File: src/rtl/direction_queue_controller_if.sv
// rtl/direction_queue_controller_if.sv - shared direction/state types and the port bundle for direction_queue_controller
`ifndef TICK
`define TICK 16
`endif

package direction_queue_controller_pkg;
  // Opposite headings differ only in bit 0.
  typedef enum logic [1:0] {up = 2'd0, down = 2'd1, left = 2'd2, right = 2'd3} direction_t;
  typedef enum logic [1:0] {initial_state, game_state, pause_state, lose_state} state_t;
endpackage

interface direction_queue_controller_if #(
  parameter int QUEUE_DEPTH = 2
);
  import direction_queue_controller_pkg::*;

  state_t                       state;
  logic [$clog2(`TICK)-1:0]     ms_count;
  logic                         btn_up;
  logic                         btn_down;
  logic                         btn_left;
  logic                         btn_right;
  direction_t                   direction;
  logic                         dir_changed;
  logic [$clog2(QUEUE_DEPTH):0] queue_count;

  modport master (
    output state, ms_count, btn_up, btn_down, btn_left, btn_right,
    input  direction, dir_changed, queue_count
  );

  modport slave (
    input  state, ms_count, btn_up, btn_down, btn_left, btn_right,
    output direction, dir_changed, queue_count
  );
endinterface

File: src/rtl/direction_queue_controller.sv
// rtl/direction_queue_controller.sv - debounced buttons to a queued, one-change-per-tick snake heading
// Optional: define REVERSE_GUARD_EN to reject 180-degree reversal requests.
module direction_queue_controller
  import direction_queue_controller_pkg::*;
#(
  parameter logic [19:0] DEBOUNCE_CYCLES = 20'd1_000_000,
  parameter int          QUEUE_DEPTH     = 2,
  parameter direction_t  INIT_DIR        = right
) (
  input logic                     clock,
  input logic                     reset,
  direction_queue_controller_if.slave bus
);
  localparam int PTR_W = (QUEUE_DEPTH > 1) ? $clog2(QUEUE_DEPTH) : 1;
  localparam int CNT_W = $clog2(QUEUE_DEPTH) + 1;
  localparam int MS_W  = $clog2(`TICK);
  localparam logic [MS_W-1:0]  LAST_PHASE = MS_W'(`TICK - 1);
  localparam logic [CNT_W-1:0] FULL_COUNT = CNT_W'(QUEUE_DEPTH);
  localparam logic [PTR_W-1:0] LAST_SLOT  = PTR_W'(QUEUE_DEPTH - 1);

  // Button vectors are indexed by direction_t value, so bit 0 (up) has top priority.
  logic [3:0]  btn_raw;
  logic [3:0]  sync_1;
  logic [3:0]  sync_2;
  logic [3:0]  level;
  logic [3:0]  press_evt;
  logic [19:0] deb_cnt [4];

  assign btn_raw = {bus.btn_right, bus.btn_left, bus.btn_down, bus.btn_up};

  always_ff @(posedge clock or posedge reset) begin
    if (reset) begin
      sync_1    <= '0;
      sync_2    <= '0;
      level     <= '0;
      press_evt <= '0;
      for (int i = 0; i < 4; i++) deb_cnt[i] <= '0;
    end else begin
      sync_1 <= btn_raw;
      sync_2 <= sync_1;
      for (int i = 0; i < 4; i++) begin
        press_evt[i] <= 1'b0;
        if (sync_2[i] == level[i]) begin
          deb_cnt[i] <= '0;
        end else if (deb_cnt[i] == DEBOUNCE_CYCLES - 20'd1) begin
          level[i]     <= ~level[i];
          deb_cnt[i]   <= '0;
          press_evt[i] <= ~level[i];
        end else begin
          deb_cnt[i] <= deb_cnt[i] + 20'd1;
        end
      end
    end
  end

  logic             req_valid;
  direction_t       req_dir;
  direction_t       fifo [QUEUE_DEPTH];
  logic [PTR_W-1:0] wr_ptr;
  logic [PTR_W-1:0] rd_ptr;
  logic [PTR_W-1:0] tail_ptr;
  logic [CNT_W-1:0] count;
  direction_t       dir_q;
  logic             changed_q;
  direction_t       ref_dir;
  logic             reversal;
  logic             pop;
  logic             push;

  always_comb begin
    req_valid = |press_evt;
    req_dir   = right;
    if (press_evt[0])      req_dir = up;
    else if (press_evt[1]) req_dir = down;
    else if (press_evt[2]) req_dir = left;
  end

  function automatic logic [PTR_W-1:0] next_ptr(input logic [PTR_W-1:0] p);
    return (p == LAST_SLOT) ? '0 : p + PTR_W'(1);
  endfunction

  // With one entry the tail is also the head being popped, so it stays the reference.
  always_comb begin
    tail_ptr = (wr_ptr == '0) ? LAST_SLOT : wr_ptr - PTR_W'(1);
    ref_dir  = (count != '0) ? fifo[tail_ptr] : dir_q;
`ifdef REVERSE_GUARD_EN
    reversal = (req_dir == direction_t'(ref_dir ^ 2'b01));
`else
    reversal = 1'b0;
`endif
    pop  = (bus.state == game_state) && (bus.ms_count == LAST_PHASE) && (count != '0);
    push = req_valid && (bus.state != initial_state) && (req_dir != ref_dir) && !reversal
           && ((count != FULL_COUNT) || pop);
  end

  always_ff @(posedge clock) begin
    if (push) fifo[wr_ptr] <= req_dir;
  end

  always_ff @(posedge clock or posedge reset) begin
    if (reset) begin
      dir_q     <= INIT_DIR;
      changed_q <= 1'b0;
      count     <= '0;
      wr_ptr    <= '0;
      rd_ptr    <= '0;
    end else if (bus.state == initial_state) begin
      dir_q     <= INIT_DIR;
      changed_q <= (dir_q != INIT_DIR);
      count     <= '0;
      wr_ptr    <= '0;
      rd_ptr    <= '0;
    end else begin
      changed_q <= pop;
      if (pop) begin
        dir_q  <= fifo[rd_ptr];
        rd_ptr <= next_ptr(rd_ptr);
      end
      if (push) wr_ptr <= next_ptr(wr_ptr);
      if (push && !pop)      count <= count + CNT_W'(1);
      else if (pop && !push) count <= count - CNT_W'(1);
    end
  end

  assign bus.direction   = dir_q;
  assign bus.dir_changed = changed_q;
  assign bus.queue_count = count;
endmodule

File: src/flat_wrapper.sv
// flat-port wrapper written by rule: the top's interface ports become plain ports
module direction_queue_controller_flat import direction_queue_controller_pkg::*;
#(
  parameter logic [19:0] DEBOUNCE_CYCLES = 20'd1_000_000,
  parameter int          QUEUE_DEPTH     = 2,
  parameter direction_t  INIT_DIR        = right
)
  (clock, reset, bus_state, bus_ms_count, bus_btn_up, bus_btn_down, bus_btn_left, bus_btn_right, bus_direction, bus_dir_changed, bus_queue_count);
  direction_queue_controller_if #(.QUEUE_DEPTH(QUEUE_DEPTH)) bus_i ();
  input logic clock;
  input logic reset;
  input wire logic [$bits(bus_i.state)-1:0] bus_state;
  input wire logic [$bits(bus_i.ms_count)-1:0] bus_ms_count;
  input wire logic [$bits(bus_i.btn_up)-1:0] bus_btn_up;
  input wire logic [$bits(bus_i.btn_down)-1:0] bus_btn_down;
  input wire logic [$bits(bus_i.btn_left)-1:0] bus_btn_left;
  input wire logic [$bits(bus_i.btn_right)-1:0] bus_btn_right;
  output wire logic [$bits(bus_i.direction)-1:0] bus_direction;
  output wire logic [$bits(bus_i.dir_changed)-1:0] bus_dir_changed;
  output wire logic [$bits(bus_i.queue_count)-1:0] bus_queue_count;
  assign bus_i.state = bus_state;
  assign bus_i.ms_count = bus_ms_count;
  assign bus_i.btn_up = bus_btn_up;
  assign bus_i.btn_down = bus_btn_down;
  assign bus_i.btn_left = bus_btn_left;
  assign bus_i.btn_right = bus_btn_right;
  assign bus_direction = bus_i.direction;
  assign bus_dir_changed = bus_i.dir_changed;
  assign bus_queue_count = bus_i.queue_count;
  direction_queue_controller #(.DEBOUNCE_CYCLES(DEBOUNCE_CYCLES), .QUEUE_DEPTH(QUEUE_DEPTH), .INIT_DIR(INIT_DIR)) u_core (.clock(clock), .reset(reset), .bus(bus_i));
endmodule
File: config.mk
export PLATFORM = sky130hd
export DESIGN_NAME = direction_queue_controller_flat
export DESIGN_NICKNAME = d
export VERILOG_FILES = /design/src/rtl/direction_queue_controller_if.sv /design/src/rtl/direction_queue_controller.sv /design/src/flat_wrapper.sv
export SDC_FILE = /design/constraint.sdc
export NUM_CORES = 1
export LEC_CHECK = 0
export ABC_CLOCK_PERIOD_IN_PS = 3960
export CORE_MARGIN = 2
export CORE_UTILIZATION = 61
export DETAILED_ROUTE_END_ITERATION = 10
export PLACE_DENSITY = 0.75
export SLEW_MARGIN = 5
export SYNTH_ARGS = -nofsm -noshare
export SYNTH_HDL_FRONTEND = slang
export SYNTH_SLANG_ARGS = --single-unit
export TNS_END_PERCENT = 10
File: constraint.sdc
create_clock -name clock -period 3.96 [get_ports clock]
set_input_delay 0.594 -clock clock [delete_from_list [all_inputs] [get_ports clock]]
set_output_delay 0.594 -clock clock [all_outputs]
set_load 0.02 [all_outputs]
Word level (Yosys, flattened, before mapping). Memory sizes are Yosys's and may differ from the RTL's. Cells that the tools add are included.

Register bits after elaboration: 103. Memory bits (writable): 4. Bits of input ports: 12. Word-level logic and storage cells: 103. Memories kept: 1.

Add/sub/neg operators: 9. Equality and inequality tests: 13. Muxes and demuxes: 35. Bitwise logic cells: 8. Reduce and logical (&&, ||, !) cells: 21.

Memory list: u_core.fifo (words 2, width 2, rd ports 2, clocked after Yosys merged registers in 0, write ports 1, line direction_queue_controller.sv:58) `direction_t fifo [QUEUE_DEPTH];`.

Operators by type and width (count): two-way mux 20 bit (8); adder 20 x 1 -> 20 bit (second input constant) (4); == test 20 bit (second input constant) (4); two-way mux 1 bit (19); two-way mux 2 bit (8); NOT 1 bit (8); AND reduction 2 bit (4); nonzero test 2 bit (4); logical AND 1 bit (7); == test 1 bit (4); == test 4 bit (second input constant) (1); != test 2 bit (second input constant) (2); OR reduction 4 bit (1); nonzero test 3 bit (1); adder 1 bit (second input constant) (2); adder 2 x 1 -> 2 bit (second input constant) (1); == test 2 x 1 -> 1 bit (second input constant) (1); logical NOT 1 bit (2); logical NOT 2 bit (1); != test 2 bit (1); subtractor 2 x 1 -> 2 bit (second input constant) (1); logical OR 1 bit (1); subtractor 1 bit (second input constant) (1).

Longest topological paths before layout. Gate-level depths: netlist of run 1. An unclocked memory read counts as a cell.

Depth in word-level cells: 12. Mapped depth: 9.

Least setup slack after synthesis of run 1. OpenSTA, ideal clock, no wires.

Path kind: register to register. From: register u_core.count[0] (netlist: u_core.bus.queue_count[0]). To: register u_core.count[1] (netlist: u_core.bus.queue_count[1]). Library setup time: 77 ps. Arrival: 2199 ps. Data required time: 3883 ps. Path slack: 1683 ps. Stages on the path, launching flop included: 9. Path buffers: 0. Period minus slack after synthesis: 2277 ps. Path through: dfrtp_1 nor2_1 mux2i_1 xnor2_1 o221ai_1 inv_1 ha_1 or3_1 a21oi_1.

Word-level cells in the longest chain between the ends: 8. Elaborated cells on any way between the ends: 18.

RTL lines: start, declared (line direction_queue_controller.sv:62) `logic [CNT_W-1:0] count;`; start signal, assigned (line direction_queue_controller.sv:120) `if (push && !pop) count <= count + CNT_W'(1);`; start signal, assigned (line direction_queue_controller.sv:121) `else if (pop && !push) count <= count - CNT_W'(1);`; nonzero test 2 bit (line direction_queue_controller.sv:85, direction_queue_controller.sv:91); two-way mux 2 bit (line direction_queue_controller.sv:85) `ref_dir = (count != '0) ? fifo[tail_ptr] : dir_q;`; != test 2 bit (line direction_queue_controller.sv:92) `push = req_valid && (bus.state != initial_state) && (req_dir != ref_dir) && !reversal`; logical AND 1 bit (line direction_queue_controller.sv:92); logical AND 1 bit (line direction_queue_controller.sv:93) `&& ((count != FULL_COUNT) || pop);`; logical AND 1 bit / logical NOT 1 bit (equally long branches) (line direction_queue_controller.sv:120, direction_queue_controller.sv:121); two-way mux 2 bit / logical AND 1 bit (equally long branches) (line direction_queue_controller.sv:120, direction_queue_controller.sv:121); two-way mux 2 bit / nonzero test 3 bit (equally long branches).

Parallel ways exist; a longest one is shown, timed or not. The select of a mux whose other input is x is not followed. A chain may end at the register's enable or synchronous reset.

Worst setup path in the final report of run 1.
From: input port bus_ms_count[3]. To: register u_core.count[1] (netlist: u_core.bus.queue_count[1]).

Word-level cells in the longest chain between the ends: 8. Elaborated cells on any way between the ends: 12.

RTL lines: start, declared (line flat_wrapper.sv:13) `input wire logic [$bits(bus_i.ms_count)-1:0] bus_ms_count;`; == test 4 bit (*) (line direction_queue_controller.sv:91) `pop = (bus.state == game_state) && (bus.ms_count == LAST_PHASE) && (count != '0);`; logical AND 1 bit (*) (2 in series) (line direction_queue_controller.sv:91); logical OR 1 bit (line direction_queue_controller.sv:93); logical AND 1 bit (line direction_queue_controller.sv:93); logical AND 1 bit / logical NOT 1 bit (equally long branches) (line direction_queue_controller.sv:120, direction_queue_controller.sv:121); two-way mux 2 bit / logical AND 1 bit (equally long branches) (line direction_queue_controller.sv:120, direction_queue_controller.sv:121); two-way mux 2 bit / nonzero test 3 bit (equally long branches).

Mark *: on every way between the ends. The rest lies on a longest branch, timed or not.

==> results of run 1 <==
-- layout by cell type, fill, tap and decap left out, types with 2 or more instances in the layout --
cell type / instances
nand2_1: 29
and4_1: 7
buf_4: 2
dfrtp_1: 101
a211o_1: 2
clkbuf_8: 10
mux2i_1: 3
a21oi_1: 3
o21ai_0: 2
and2_1: 3
nor4b_1: 3
and3_1: 17
xnor2_1: 31
nor2_2: 10
nand3b_1: 2
nand3_1: 33
inv_1: 4
nor3_1: 11
mux2_2: 5
nand4_1: 18
o211a_1: 2
nand2b_1: 4
nor4bb_1: 2
nor2_1: 83
ha_1: 5
edfxtp_1: 4
nor4_1: 5
xor2_1: 50
clkdlybuf4s50_1: 16
nor3b_1: 5
dfstp_2: 2
-- final cells by class --
class | instances | area, um2
Clock inverter | 6 | 71.32
Clock buffer | 10 | 137.6
Multi-Input combinational cell | 349 | 2220
Fill cell | 587 | 2355
Timing Repair Buffer | 18 | 175.2
Inverter | 5 | 21.27
Sequential cell | 107 | 2700
Tap cell | 102 | 127.6
-- worst paths after layout --
path                                             endpoint              from
worst max-delay path            u_core.bus.queue_count[1]   bus_ms_count[3]
worst min-delay path                     u_core.sync_2[3]  u_core.sync_1[3]
worst max register to register  u_core.bus.queue_count[1]     u_core.wr_ptr
worst min register to register           u_core.sync_2[3]  u_core.sync_1[3]
max in group asynchronous         u_core.bus.direction[1]             reset
min in group asynchronous              u_core.deb_cnt[70]             reset
-- critical path: cells and delay by family --
kind / cells / cell delay, ns
AOI/OAI and AO/OA: 1 / 0.14
adders and majority gates: 1 / 0.35
and+or+nand+nor: 4 / 1.10
buffers and inverters: 2 / 0.61
-- through the flow --
| stage | instances | setup slack, ns | hold slack, ns | instance area (um2) |
|---|---|---|---|---|
| floorplan | 466 | 0.6655 | 0.3312 | 4979 |
| global placement | 581 | 1.193 | 0.3335 | 5244 |
| detailed placement | 581 | 1.079 | 0.3363 | 5244 |
| CTS | 597 | 1.479 | 0.3613 | 5453 |
| global route | 597 | 1.306 | 0.3685 | 5453 |
| finish | 597 | 1.447 | 0.3601 | 5453 |
-- power by group --
| part | internal, mW | switching, mW | leakage, nW |
|---|---|---|---|
| sequential | 1.11 | 0.0144 | 1.43 |
| clock | 0.317 | 0.366 | 0.105 |
| combinational | 0.0233 | 0.0438 | 0.830 |
-- state kept, by name, summed over array words and instances, names as in the netlist --
name	flops
u_core.sync_2	4
u_core.level	4
u_core.press_evt	4
u_core.bus.direction	2
u_core.bus.dir_changed	1
u_core.bus.queue_count	2
u_core.deb_cnt	80
u_core.rd_ptr	1
u_core.wr_ptr	1
u_core.sync_1	4
u_core.fifo	4
-- metal layers --
layer | GRT usage [%] | share of wire [%] | vias to the layer above
met1 | 28.45 | 49 | 1638
met4 | 7.729 | 1.8 | 0
met5 | 0 | 0 | -
li1 | - | - | 1647
met2 | 31.61 | 46 | 53
met3 | 4.629 | 3.2 | 14
-- cell families after synthesis --
group | Yosys count | synth area share (%)
and+or+nand+nor | 244 | 25.61
DFF | 107 | 54.23
xor gates and xnor gates | 81 | 14.25
AOI/OAI and AO/OA | 10 | 1.433
buffers and inverters | 10 | 1.181
muxes | 9 | 2.036
adders and majority gates | 5 | 1.257
==> results_dict.tcl, run 1 <==
set metrics [dict create \
    rsz0062_at_grt "no" \
    synth_common_cells "101 x dfrtp_1, 83 x nor2_1, 50 x xor2_1" \
    yosys-top-cells-area "dfrtp_1 51%, xor2_1 8.8%, nor2_1 6.3%" \
    antennaDiodeCount 0 \
    dpl.hpwl_mm 5.640 \
    yosysWarnings 0 \
    cp.arrival_ns 2.80 \
    postCtsSetupRepairBufs 0 \
    critPathSlowestCell "clkdlybuf4s50_1" \
    p_total_mw 1.874 \
    antenna_found_initial 0 \
    clk_pin_slew_ns 0.10 \
    slew_violations 0 \
    core_area_um2 7807 \
    crit_chain "clkdlybuf4s50_1, nand4_1, nor3b_1, nor2b_1, inv_1, ha_1, or3_1, a21oi_1" \
    start_util_pct 63.77 \
    hold_class "reg2reg" \
    vias 3352 \
    rows 32 \
    synth_seq_cells 107 \
    port_buffers 16 \
    dieArea_um2 8900 \
    insertion_delay_ns 0.36 \
    syn_area_um2 4979 \
    synth_top_area_share_pct 50.77 \
    synth-edff-count 4 \
    yosysMostFrequentCell "dfrtp_1" \
    startpoint_type "input pin" \
    critical_path.max_stage_delay_ns 0.46 \
    path_max_fanout 4 \
    chipWidth_um 94.34 \
    numCtsBuffers 9 \
    cts_buffer_depth 2 \
    cts_htree_levels 3 \
    worst_pin_slew_ns 0.8237 \
    fin_skew_ns 0.01525 \
    routed_wl_mm 8.206 \
    clock.fmax_mhz 398.0 \
    post-route-min-period_ns 2.513 \
    grt_max_degree 67 \
    synth_top_area_cell "dfrtp_1" \
    drt_iter0_markers 155 \
    ys.flop_type "dfrtp_1" \
    async_flop_share_pct 96.26 \
    cp.required_ns 4.25 \
    postSynthAreaPerCell_um2 10.68 \
    reg2reg_depth 8 \
    postLayoutCoreUtil_pct 69.84 \
    leakagePower_nw 2.361 \
    hold_viol 0 \
    io-pin-count 17 \
    syn-num-nets 483 \
    holdPathStages 0 \
    cts_resized 0 \
    die_y_um 94.34 \
    fin_crit_sh_pct 63.46 \
    drive_gt1_share_pct 8.889 \
    grt_use_total_pct 20.41 \
    irDropWorstVdd_mv 0.2767 \
    grt_pass1_vias 3253 \
    gp_congestion 0.8574 \
    grt.overflow.total 0 \
    cts_tree "done" \
    setup-tns-final_ns 0 \
    critPathKind "in2reg" \
    setup_viol 0 \
    clock_sinks 107 \
    powerDensity_nw_per_um2 343.8 \
    cts-root-buf "clkbuf_8" \
    syn_to_final_growth_pct 9.525 \
    viasPerCell 5.615 \
    final_nets 507 \
    first_pass_iters 4 \
    outcome "finished clean" \
    ant_nets 0 \
    grt_pass1_wl_mm 14.46 \
    yosysSeqAreaShare_pct 54.23 \
    relSlewSlack_pct 44.66 \
    drc_errors 0 \
    synthDistinctLibCells 44 \
    maxCapViolCount 0 \
    critPathCaptureType "flip-flop" \
    syn_inst 466 \
    worst-r2r-setup-slack_ns 1.51 \
    ctsHoldBuffers 0 \
    routedWlPerCell_um 13.75 \
]
Note: power is estimated with default switching activity, not from simulation.
==> run 2: changes to the inputs <==
- ABC_CLOCK_PERIOD_IN_PS: 3960 -> 2300
- CORE_UTILIZATION: 61 -> 55
- PLACE_DENSITY: 0.75 -> 0.72
- clock period: 3.96 -> 2.3 ns (I/O delays scaled with it)
==> run 2 against run 1 <==
  * Combinational power is 88% higher
  * Via count is 0.84% lower
  * Final cell count up 2.8%
  * Routed wire length increased by 0.85%
  * Sequential cell count unchanged
  * Utilization fell by 6.4 points
  * Worst setup slack worse by 1.3 ns
  * Die area increased by 10%
  * Sequential power rose by 72%
  * Clock skew decreased by 0.010 ns
  * Final area rose by 2.0%
  * Critical path type is now reg2reg
  * Highest routed layer unchanged
==> results_dict.tcl, run 2 (synthesis gave the netlist of run 1 again) <==
set metrics [dict create \
    gp_congestion 0.8133 \
    slew_violations 0 \
    start_util_pct 56.81 \
    clock_sinks 107 \
    grt_pass1_vias 3395 \
    worst-r2r-setup-slack_ns 0.12 \
    hp-start "u_core.sync_1[1]" \
    die_y_um 99.14 \
    path_max_fanout 4 \
    critPathKind "reg2reg" \
    routed_wl_mm 8.276 \
    clock.fmax_mhz 459.3 \
    r2r-end "u_core.bus.queue_count[1]" \
    placed_area_um2 5353 \
    worst_pin_slew_ns 0.5860 \
    grt.overflow.total 0 \
    cts_htree_levels 3 \
    mostFrequentLayoutCells "100 x dfrtp_1, 82 x nor2_1, 50 x xor2_1" \
    port_buffers 16 \
    grt_use_total_pct 18.40 \
    setup_viol 0 \
    dieArea_um2 9829 \
    numCtsBuffers 9 \
    grt_pass1_wl_mm 14.88 \
    hold_class "reg2reg" \
    powerDensity_nw_per_um2 551.8 \
    final_cells 614 \
    chipWidth_um 99.14 \
    final_common_cell "dfrtp_1" \
    startpoint_type "flip-flop" \
    cts_tree "done" \
    maxCapViolCount 0 \
    outcome "finished clean" \
    syn_to_final_growth_pct 11.69 \
    first_pass_iters 4 \
    largest_register_ffs 80 \
    viasPerCell 5.414 \
    fin_crit_sh_pct 94.66 \
    fin_skew_ns 0.005290 \
    hold-worst-slack_ns 0.3576 \
    drc_errors 0 \
    dpl.hpwl_mm 5.721 \
    io-pin-count 17 \
    antenna_found_initial 0 \
    routedWlPerCell_um 13.48 \
    relSlewSlack_pct 60.83 \
    clk_pin_slew_ns 0.09 \
    drive_gt1_share_pct 11.66 \
    drt_iter0_markers 61 \
    critPathCaptureType "flip-flop" \
    hold_viol 0 \
    irDropWorstVdd_mv 0.2774 \
    ant_nets 0 \
    grt_max_degree 55 \
    final_nets 519 \
    cts_buffer_depth 2 \
    rsz0062_at_grt "no" \
    vias 3324 \
    place_inst 597 \
    reg2reg_from "u_core.wr_ptr" \
    min_to "u_core.sync_2[1]" \
    n_fill_cell 738 \
    rows 34 \
    p_total_mw 3.068 \
    fin_area_um2 5560 \
    holdPathStages 0 \
    reg2reg_depth 9 \
    core_area_um2 8763 \
    post-route-min-period_ns 2.177 \
    cp.required_ns 2.59 \
    insertion_delay_ns 0.36 \
    ctsHoldBuffers 0 \
    cp.arrival_ns 2.47 \
    leakagePower_nw 2.410 \
    cts-root-buf "clkbuf_8" \
    regMostFlops "u_core.deb_cnt" \
    antennaDiodeCount 0 \
]
## run 2: how the worst max path moves through the flow
stage	from	depth (start not counted)	slack, ns	endpoint
final	u_core.wr_ptr	9	0.12	u_core.bus.queue_count[1]
after global routing	u_core.wr_ptr	9	0.004	u_core.bus.queue_count[1]
after CTS	u_core.wr_ptr	8	0.002	u_core.bus.queue_count[1]
after detailed placement	bus_ms_count[3]	8	-0.06	u_core.bus.queue_count[1]
after global placement	bus_ms_count[2]	8	0.01	u_core.bus.queue_count[1]
after floorplan	u_core.bus.queue_count[0]	8	0.02	u_core.bus.queue_count[1]
## run 2: what timing repair did
item                       in CTS  in global routing
setup endpoints to repair       1                  2
pin swaps                       0                  3
buffers inserted                0                  2
gates resized for setup         1                  4
## run 2: critical path: stages, from the launching register on
cell and delay, ns:
dfrtp_2 0.40, mux2_2 0.34, mux2i_1 0.16, xnor2_1 0.13, o221ai_2 0.22, inv_1 0.11, ha_4 0.17, xor2_1 0.14
or3_1 0.33, a21oi_2 0.12
## run 2: power by group
group          switching [mW]  leakage, nW  total [mW]  internal (mW)
Clock                   0.587       0.0899        1.01          0.419
Sequential             0.0243         1.42        1.94           1.91
Combinational          0.0766        0.895       0.126         0.0492
## run 2: stage by stage
stage / setup slack [ns] / util (%) / setup TNS [ns]
final: 0.1228 / 63.45 / 0
after floorplan: 0.02312 / - / 0
after detailed placement: -0.05756 / 61.08 / -0.05756
after CTS: 0.001996 / 63.01 / 0
after global placement: 0.01471 / 61.08 / 0
after global routing: 0.003856 / 63.45 / 0
## run 2: cell type report
class	instances	area (um2)	share of cell area, %
timing repair buffer	30	290.3	5.221
clock inverter	4	25.02	0.4500
tap	108	135.1	2.430
inverter	5	22.52	0.4050
clock buffer	11	141.4	2.543
multi-input combinational	349	2245	40.37
sequential	107	2701	48.58
## run 2: layer usage
metal  global-route usage [%]  wire length [um]
met5                        0                 0
met4                    4.215                68
met3                    4.708               248
met2                    30.41              3844
met1                    24.76              4115
